[src/rtl/f_interp_pkg.sv]
// f_interp_pkg: shared coefficient constants and lane/bank slice helper for the interpolation datapath
package f_interp_pkg;
  localparam int COEF_W = 15;
  localparam int TAPS = 4;
  function automatic int slice_off(input int b, input int l, input int lanes, input int width);
    return (b * lanes + l) * width;
  endfunction
endpackage

[src/rtl/f_skid_reg.sv]
// f_skid_reg: registered valid/ready stage with one skid entry, full throughput, strict FIFO order
module f_skid_reg #(
  parameter int DW = 8
) (
  input  logic          clk,
  input  logic          rst_n,
  input  logic [DW-1:0] in_data,
  input  logic          in_valid,
  output logic          in_ready,
  output logic [DW-1:0] out_data,
  output logic          out_valid,
  input  logic          out_ready
);
  logic [DW-1:0] r_main, r_skid;
  logic          r_main_v, r_ready;
  logic          w_acc, w_xfer;
  assign w_acc     = in_valid && r_ready;
  assign w_xfer    = r_main_v && out_ready;
  assign in_ready  = r_ready;
  assign out_data  = r_main;
  assign out_valid = r_main_v;
  // skid drains into main before any new beat; main parks incoming beats in skid when stalled
  always_ff @(posedge clk or negedge rst_n) begin
    if (!rst_n) begin
      r_main   <= '0;
      r_skid   <= '0;
      r_main_v <= 1'b0;
      r_ready  <= 1'b1;
    end else if (w_xfer && !r_ready) begin
      r_main  <= r_skid;
      r_ready <= 1'b1;
    end else if (w_xfer || !r_main_v) begin
      r_main_v <= w_acc;
      if (w_acc) r_main <= in_data;
    end else if (w_acc) begin
      r_skid  <= in_data;
      r_ready <= 1'b0;
    end
  end
endmodule

[src/rtl/f_coef_bank_sel.sv]
// f_coef_bank_sel: picks one coefficient set per beat (explicit or round-robin) into a skid-buffered output
module f_coef_bank_sel
  import f_interp_pkg::*;
#(
  parameter  int WIDTH = COEF_W,
  parameter  int LANES = TAPS,
  parameter  int BANKS = 2,
  localparam int SEL_W = $clog2(BANKS)
) (
  input  logic                        clk,
  input  logic                        rst_n,
  input  logic [BANKS*LANES*WIDTH-1:0] in_data,
  input  logic [SEL_W-1:0]            in_sel,
  input  logic                        mode,
  input  logic                        rr_clear,
  input  logic                        in_valid,
  output logic                        in_ready,
  output logic [LANES*WIDTH-1:0]      out_data,
  output logic [SEL_W-1:0]            out_bank,
  output logic                        out_valid,
  input  logic                        out_ready
);
  localparam int DW = LANES * WIDTH;
  logic [SEL_W-1:0]    r_rr, w_bank, w_bank_inc, w_rr_base;
  logic [DW-1:0]       w_sel_data;
  logic [DW+SEL_W-1:0] w_out;
  logic                w_acc;
  assign w_acc      = in_valid && in_ready;
  assign w_bank     = rr_clear ? '0 : mode ? r_rr : in_sel;
  assign w_bank_inc = (w_bank == SEL_W'(BANKS - 1)) ? '0 : w_bank + 1'b1;
  assign w_rr_base  = rr_clear ? '0 : r_rr;
  // bank mux; an index with no matching bank leaves the set at zero
  always_comb begin
    w_sel_data = '0;
    for (int b = 0; b < BANKS; b++)
      for (int l = 0; l < LANES; l++)
        if (w_bank == SEL_W'(b)) w_sel_data[l*WIDTH +: WIDTH] = in_data[slice_off(b, l, LANES, WIDTH) +: WIDTH];
  end
  // round-robin pointer steps past the bank actually used, so a clear-with-accept lands on 1
  always_ff @(posedge clk or negedge rst_n) begin
    if (!rst_n) r_rr <= '0;
    else        r_rr <= (w_acc && mode) ? w_bank_inc : w_rr_base;
  end
  f_skid_reg #(.DW(DW + SEL_W)) u_skid (
    .clk       (clk),
    .rst_n     (rst_n),
    .in_data   ({w_bank, w_sel_data}),
    .in_valid  (in_valid),
    .in_ready  (in_ready),
    .out_data  (w_out),
    .out_valid (out_valid),
    .out_ready (out_ready)
  );
  assign out_data = w_out[DW-1:0];
  assign out_bank = w_out[DW +: SEL_W];
endmodule

[config.mk]
export PLATFORM = sky130hd
export DESIGN_NAME = f_coef_bank_sel
export DESIGN_NICKNAME = d
export VERILOG_FILES = /design/src/rtl/f_interp_pkg.sv /design/src/rtl/f_skid_reg.sv /design/src/rtl/f_coef_bank_sel.sv
export SDC_FILE = /design/constraint.sdc
export NUM_CORES = 1
export LEC_CHECK = 0
export CORE_MARGIN = 3
export CORE_UTILIZATION = 60
export DETAILED_ROUTE_END_ITERATION = 16
export DONT_BUFFER_PORTS = 1
export GPL_ROUTABILITY_DRIVEN = 0
export PLACE_DENSITY_LB_ADDON = 0.2
export SLEW_MARGIN = 20
export SYNTH_ARGS = -nofsm -noshare
export SYNTH_HDL_FRONTEND = slang
export SYNTH_HIERARCHICAL = 1
export SYNTH_SLANG_ARGS = --single-unit
[constraint.sdc]
create_clock -name clk -period 1.8 [get_ports clk]
set_input_delay 0.36 -clock clk [delete_from_list [all_inputs] [get_ports clk]]
set_output_delay 0.36 -clock clk [all_outputs]
set_load 0.01 [all_outputs]
# [Word-level counts from Yosys, hierarchy flattened]
# Index checks and enable logic that the tools add are counted.
[classes] shift=0 multipliers=0 bitwise_logic=2 addsub=1 magnitude_cmp=0 eq_ne=1 muxes=15 reduce_logical=14 div_mod_pow=0
[op_table] operator="61-bit two-way mux" n=3
[op_table] operator="15-bit two-way mux" n=4
[op_table] operator="1-bit two-way mux" n=8
[op_table] operator="2-bit AND reduction" n=3
[op_table] operator="2-bit nonzero test" n=3
[op_table] operator="1-bit logical AND" n=4
[op_table] operator="3-bit AND reduction" n=1
[op_table] operator="1-bit logical NOT" n=2
[op_table] operator="2-bit by 1-bit inequality test with 1-bit output (second input constant)" n=1
[op_table] operator="1-bit inverter" n=2
[op_table] operator="1-bit adder (second input constant)" n=1
[op_table] operator="1-bit logical OR" n=1
[word_totals] regBits=125 rom_bits=0 memories=0 output_inout_bits=63 ram_bits=0 latchBits=0

# [Depth between registers and ports, before layout]
[logic_depth] ltp_word=6 ltp_mapped=6

# [Hierarchy]
# The synthesis kept the hierarchy.
[by_module_without_submodules] mod="f_skid_reg" area_each_um2=6109.6 instances=1 cells_each=560
[by_module_without_submodules] mod="f_coef_bank_sel" area_each_um2=1031.0 instances=1 cells_each=72

# [Worst setup path after synthesis]
# No wires, ideal clock.
[synth_path] kind="register to register" from="register u_skid.r_ready, in the netlist u_skid/in_ready" to="register u_skid.r_skid[0]" path_slack_ns=0.189 setup_time_ns=0.125 synth_period_minus_slack_ns=1.611 required_ns=1.675 path_stages_with_launch=6 arrival_time_ns=1.486 path_buffers=2 path_cell_list="dfstp_2 > nand2_1 > or2_1 > buf_6 > buf_6 > mux2_4"
[synth_between] elab_chain_cells=4
[synth_rtl] element="start: declaration" line_no="f_skid_reg.sv:15" source="logic r_main_v, r_ready;"
[synth_rtl] element="start signal: assignment" line_no="f_skid_reg.sv:28" source="r_ready <= 1'b1;"
[synth_rtl] element="start signal: assignment" line_no="f_skid_reg.sv:31" source="r_ready <= 1'b1;"
[synth_rtl] element="start signal: assignment" line_no="f_skid_reg.sv:37" source="r_ready <= 1'b0;"
[synth_rtl] element="1-bit logical NOT" line_no="f_skid_reg.sv:29" source="end else if (w_xfer && !r_ready) begin"
[synth_rtl] element="1-bit logical AND" line_no="f_skid_reg.sv:29"
[synth_rtl] element="1-bit inverter (no source line)"
[synth_rtl] element="3-bit AND reduction (no source line) *"
[synth_rtl] element="end signal: assignment" line_no="f_skid_reg.sv:36" source="r_skid <= in_data;"
[synth_rtl] element="end: declaration" line_no="f_skid_reg.sv:14" source="logic [DW-1:0] r_main, r_skid;"
# Every way passes the cells marked *; elsewhere a longest branch is shown, timed or not.
# A chain may end at the register's enable or synchronous reset.

# [Worst setup path in the final report]
[layout_path] from="register u_skid.r_ready, in the netlist u_skid/in_ready" to="register u_skid.r_main[3], in the netlist u_skid/out_data[3]"
[layout_between] elab_chain_cells=4
[layout_rtl] element="1-bit logical NOT" line_no="f_skid_reg.sv:29"
[layout_rtl] element="1-bit logical AND" line_no="f_skid_reg.sv:29"
[layout_rtl] element="2-bit nonzero test (no source line)"
[layout_rtl] element="2-bit AND reduction (no source line)"
[layout_rtl] element="end signal: assignment" line_no="f_skid_reg.sv:30" source="r_main <= r_skid;"
[layout_rtl] element="end signal: assignment" line_no="f_skid_reg.sv:34" source="if (w_acc) r_main <= in_data;"
[layout_rtl] element="end: declaration" line_no="f_skid_reg.sv:14"
# Parallel ways exist; a longest one is shown, timed or not.

==> impl_metrics.json <==
{
  "seq_area_um2": 3130,
  "startpoint_type": "register",
  "yosysTopAreaCell": "dfrtp_1",
  "grt_max_degree": 126,
  "p_leak_nw": 3.75,
  "fin_skew_ns": 0.00699,
  "fillers": 836,
  "whs_ns": -0.359,
  "drive_above_1_share_pct": 28.3,
  "clk_pin_slew_worst_paths_ns": 0.05,
  "max_stage_delay_ns": 0.65,
  "nNetsFinal": 732,
  "crit_type": "register to register",
  "setup-tns-final_ns": 0,
  "cts_max_level": 4,
  "power_mw": 6.18,
  "path_buf_inv": 2,
  "crit_slowest_cell": "dfstp_4",
  "drv_slew": 0,
  "p_per_area_nw_per_um2": 784,
  "core_um2": 11500,
  "ys.flop_type": "dfrtp_1",
  "num_io_pins": 190,
  "grt_overflow": 0,
  "clock_latency_ns": 0.41,
  "via_per_inst": 7.20,
  "n_antenna_cell": 0,
  "avgSynthCellArea_um2": 11.3,
  "initial_core_util_pct": 62.0,
  "finalHoldViolations": 125,
  "fin_crit_ns": 1.78,
  "cts.sinks": 125,
  "drc_errors": 0,
  "wl_per_cell_um": 25.1,
  "synth_top_area_share_pct": 43.5,
  "max_slew_margin_pct": 62.5,
  "syn_to_final_growth_pct": 10.4,
  "synth_most_common_cell": "dfrtp_1",
  "grt_pass1_wl_um": 29300,
  "violations": "negative hold slack",
  "cts-root-buf": "clkbuf_16",
  "multi_input_area_um2": 3680,
  "dpl.hpwl_um": 10700,
  "die_h_um": 115,
  "peakVddDrop_v": 0.000505,
  "worst_pin_slew_ns": 0.563,
  "path_delay_family": "flip-flops",
  "die-area_um2": 13200,
  "path_cells": "buf_16 > nand3_2 > buf_12 > o21ai_0 > a211oi_1",
  "fp-row-count": 39,
  "synthCells": 632,
  "max_freq_mhz": 562,
  "fin_ws_ns": 0.0215,
  "cts_tree": "yes",
  "pre_cts_ws_ns": 0.0138,
  "cts_setup_buffers": 0,
  "arrival_ns": 2.05,
  "ys_seq_area_share_pct": 43.8,
  "track_usage_pct": 28.2,
  "wirelength_um": 19000,
  "synth_nets": 759,
  "drt-initial-drc-count": 512,
  "ys_ff_latch": 125,
  "outcome": "finished with violations",
  "fin_crit_sh_pct": 98.8,
  "vias": 5451,
  "synth-warning-count": 6,
  "die_x_um": 115,
  "clockBufferDepth": 2,
  "cts_buffers": 17,
  "first_pass_iters": 5,
  "port_buffers": 0,
  "ant_nets": 0,
  "synth_edf_count": 0,
  "max-cap-violations": 0,
  "async_flop_share_pct": 100,
  "antenna_found_initial": 0,
  "netlist_area_um2": 7140,
  "critPathCaptureType": "register",
  "setup_viol": 0,
  "synth_common_cells": "dfrtp_1, mux2_4",
  "crit_required_ns": 2.08,
  "crit_path_max_fanout": 41,
  "grt_pass1_vias": 5647,
  "hp-class": "input pin to asynchronous set/reset pin",
  "rsz0062_at_grt": "false",
  "netlist_top_cells_area": "dfrtp_1, mux2_4, a211oi_1",
  "synth.distinct_cells": 22
}
## layout make-up
class / count / share of cell area (%)
Clock inverter: 1 / 0.0635
Clock buffer: 27 / 6.63
Tap cell: 143 / 2.27
Sequential cell: 125 / 39.8
Multi-Input combinational cell: 441 / 46.7
Timing Repair Buffer: 20 / 4.59
## final timing paths
path / from / endpoint / slack, ns / depth (start not counted)
worst max-delay path: u_skid/in_ready$_DFFE_PN1P_ / u_skid/out_data[3]$_DFFE_PN0P_ / 0.02 / 5
worst min-delay path: rst_n / u_skid/r_skid[37]$_DFFE_PN0P_ / -0.36 / 0
worst max register to register: u_skid/in_ready$_DFFE_PN1P_ / u_skid/out_data[3]$_DFFE_PN0P_ / 0.02 / 5
worst min register to register: u_skid/r_skid[41]$_DFFE_PN0P_ / u_skid/r_skid[41]$_DFFE_PN0P_ / 0.51 / 1
max in group asynchronous: rst_n / u_skid/out_data[9]$_DFFE_PN0P_ / 1.91 / 0
min in group clk: out_ready / u_skid/in_ready$_DFFE_PN1P_ / 0.09 / 1
## flip-flops by register name (all words and copies together) (netlist names)
name,count
u_skid/out_valid,1
r_rr,1
u_skid/in_ready,1
u_skid/out_data,61
u_skid/r_skid,61
## worst register-to-register path, delay by kind of cell, from the launching register on
family / cells / cell delay (ns)
buf+inv: 2 / 0.43
flops: 1 / 0.65
compound gates: 2 / 0.41
simple gates: 1 / 0.16
## placed cells by master, fill, tap and decap left out
cell type,count
a211oi_1,61
nand2_2,2
clkinv_2,1
mux2i_1,1
clkbuf_16,18
or2_4,1
o21ai_0,60
mux2_2,2
buf_4,5
clkbuf_1,4
clkbuf_8,6
dfrtp_2,1
o22ai_1,61
mux2_4,119
nand2b_2,2
bufbuf_16,1
nor2b_1,1
buf_12,10
nand3_2,1
a22o_1,2
dfstp_4,1
a21oi_1,61
buf_16,2
nand3_1,1
nor2_4,1
nand2_1,2
dfrtp_1,123
xnor2_1,1
o21ai_1,1
nor3_1,61
buf_6,1
## metal layers
layer | global-route usage, % | routed length, um | up-vias
met5 | 0 | 0 | -
met1 | 35.3 | 7490 | 2773
li1 | - | - | 2368
met3 | 8.74 | 1810 | 28
met4 | 10.8 | 298 | 0
met2 | 45.9 | 9360 | 282
## where the power goes
| group | internal (mW) | switching (mW) |
|---|---|---|
| Combinational | 0.165 | 0.112 |
| Sequential | 2.81 | 0 |
| Clock | 1.95 | 1.14 |
| Total | 4.92 | 1.26 |
## cells by family (layout without fill, tap and decap cells)
family / count (synthesis) / after routing / synth area share (%)
AND/OR/NAND/NOR: 72 / 72 / 5.13
multiplexers: 122 / 122 / 25.5
AO/OA/AOI/OAI: 246 / 246 / 20.6
XOR/XNOR: 1 / 1 / 0.123
buffers and inverters: 66 / 48 / 4.89
flip-flops: 125 / 125 / 43.8
## stage by stage
| step | utilization (%) | cells | cell area, um^2 |
|---|---|---|---|
| 2_1_floorplan | - | 632 | 7140 |
| 3_3_place_gp | 63.2 | 727 | 7280 |
| 3_5_place_dp | 63.2 | 727 | 7280 |
| 4_1_cts | 68.1 | 756 | 7850 |
| 5_1_grt | 68.4 | 757 | 7880 |
| 6_report | 68.4 | 757 | 7880 |
## timing repair
| action | CTS | global route |
|---|---|---|
| gates resized for setup | 1 | 3 |
| hold endpoints to repair | 125 | 125 |
| endpoints found under the setup margin | 1 | 4 |
| gates cloned | 1 | 1 |
Power figures use the tool's default switching activity.
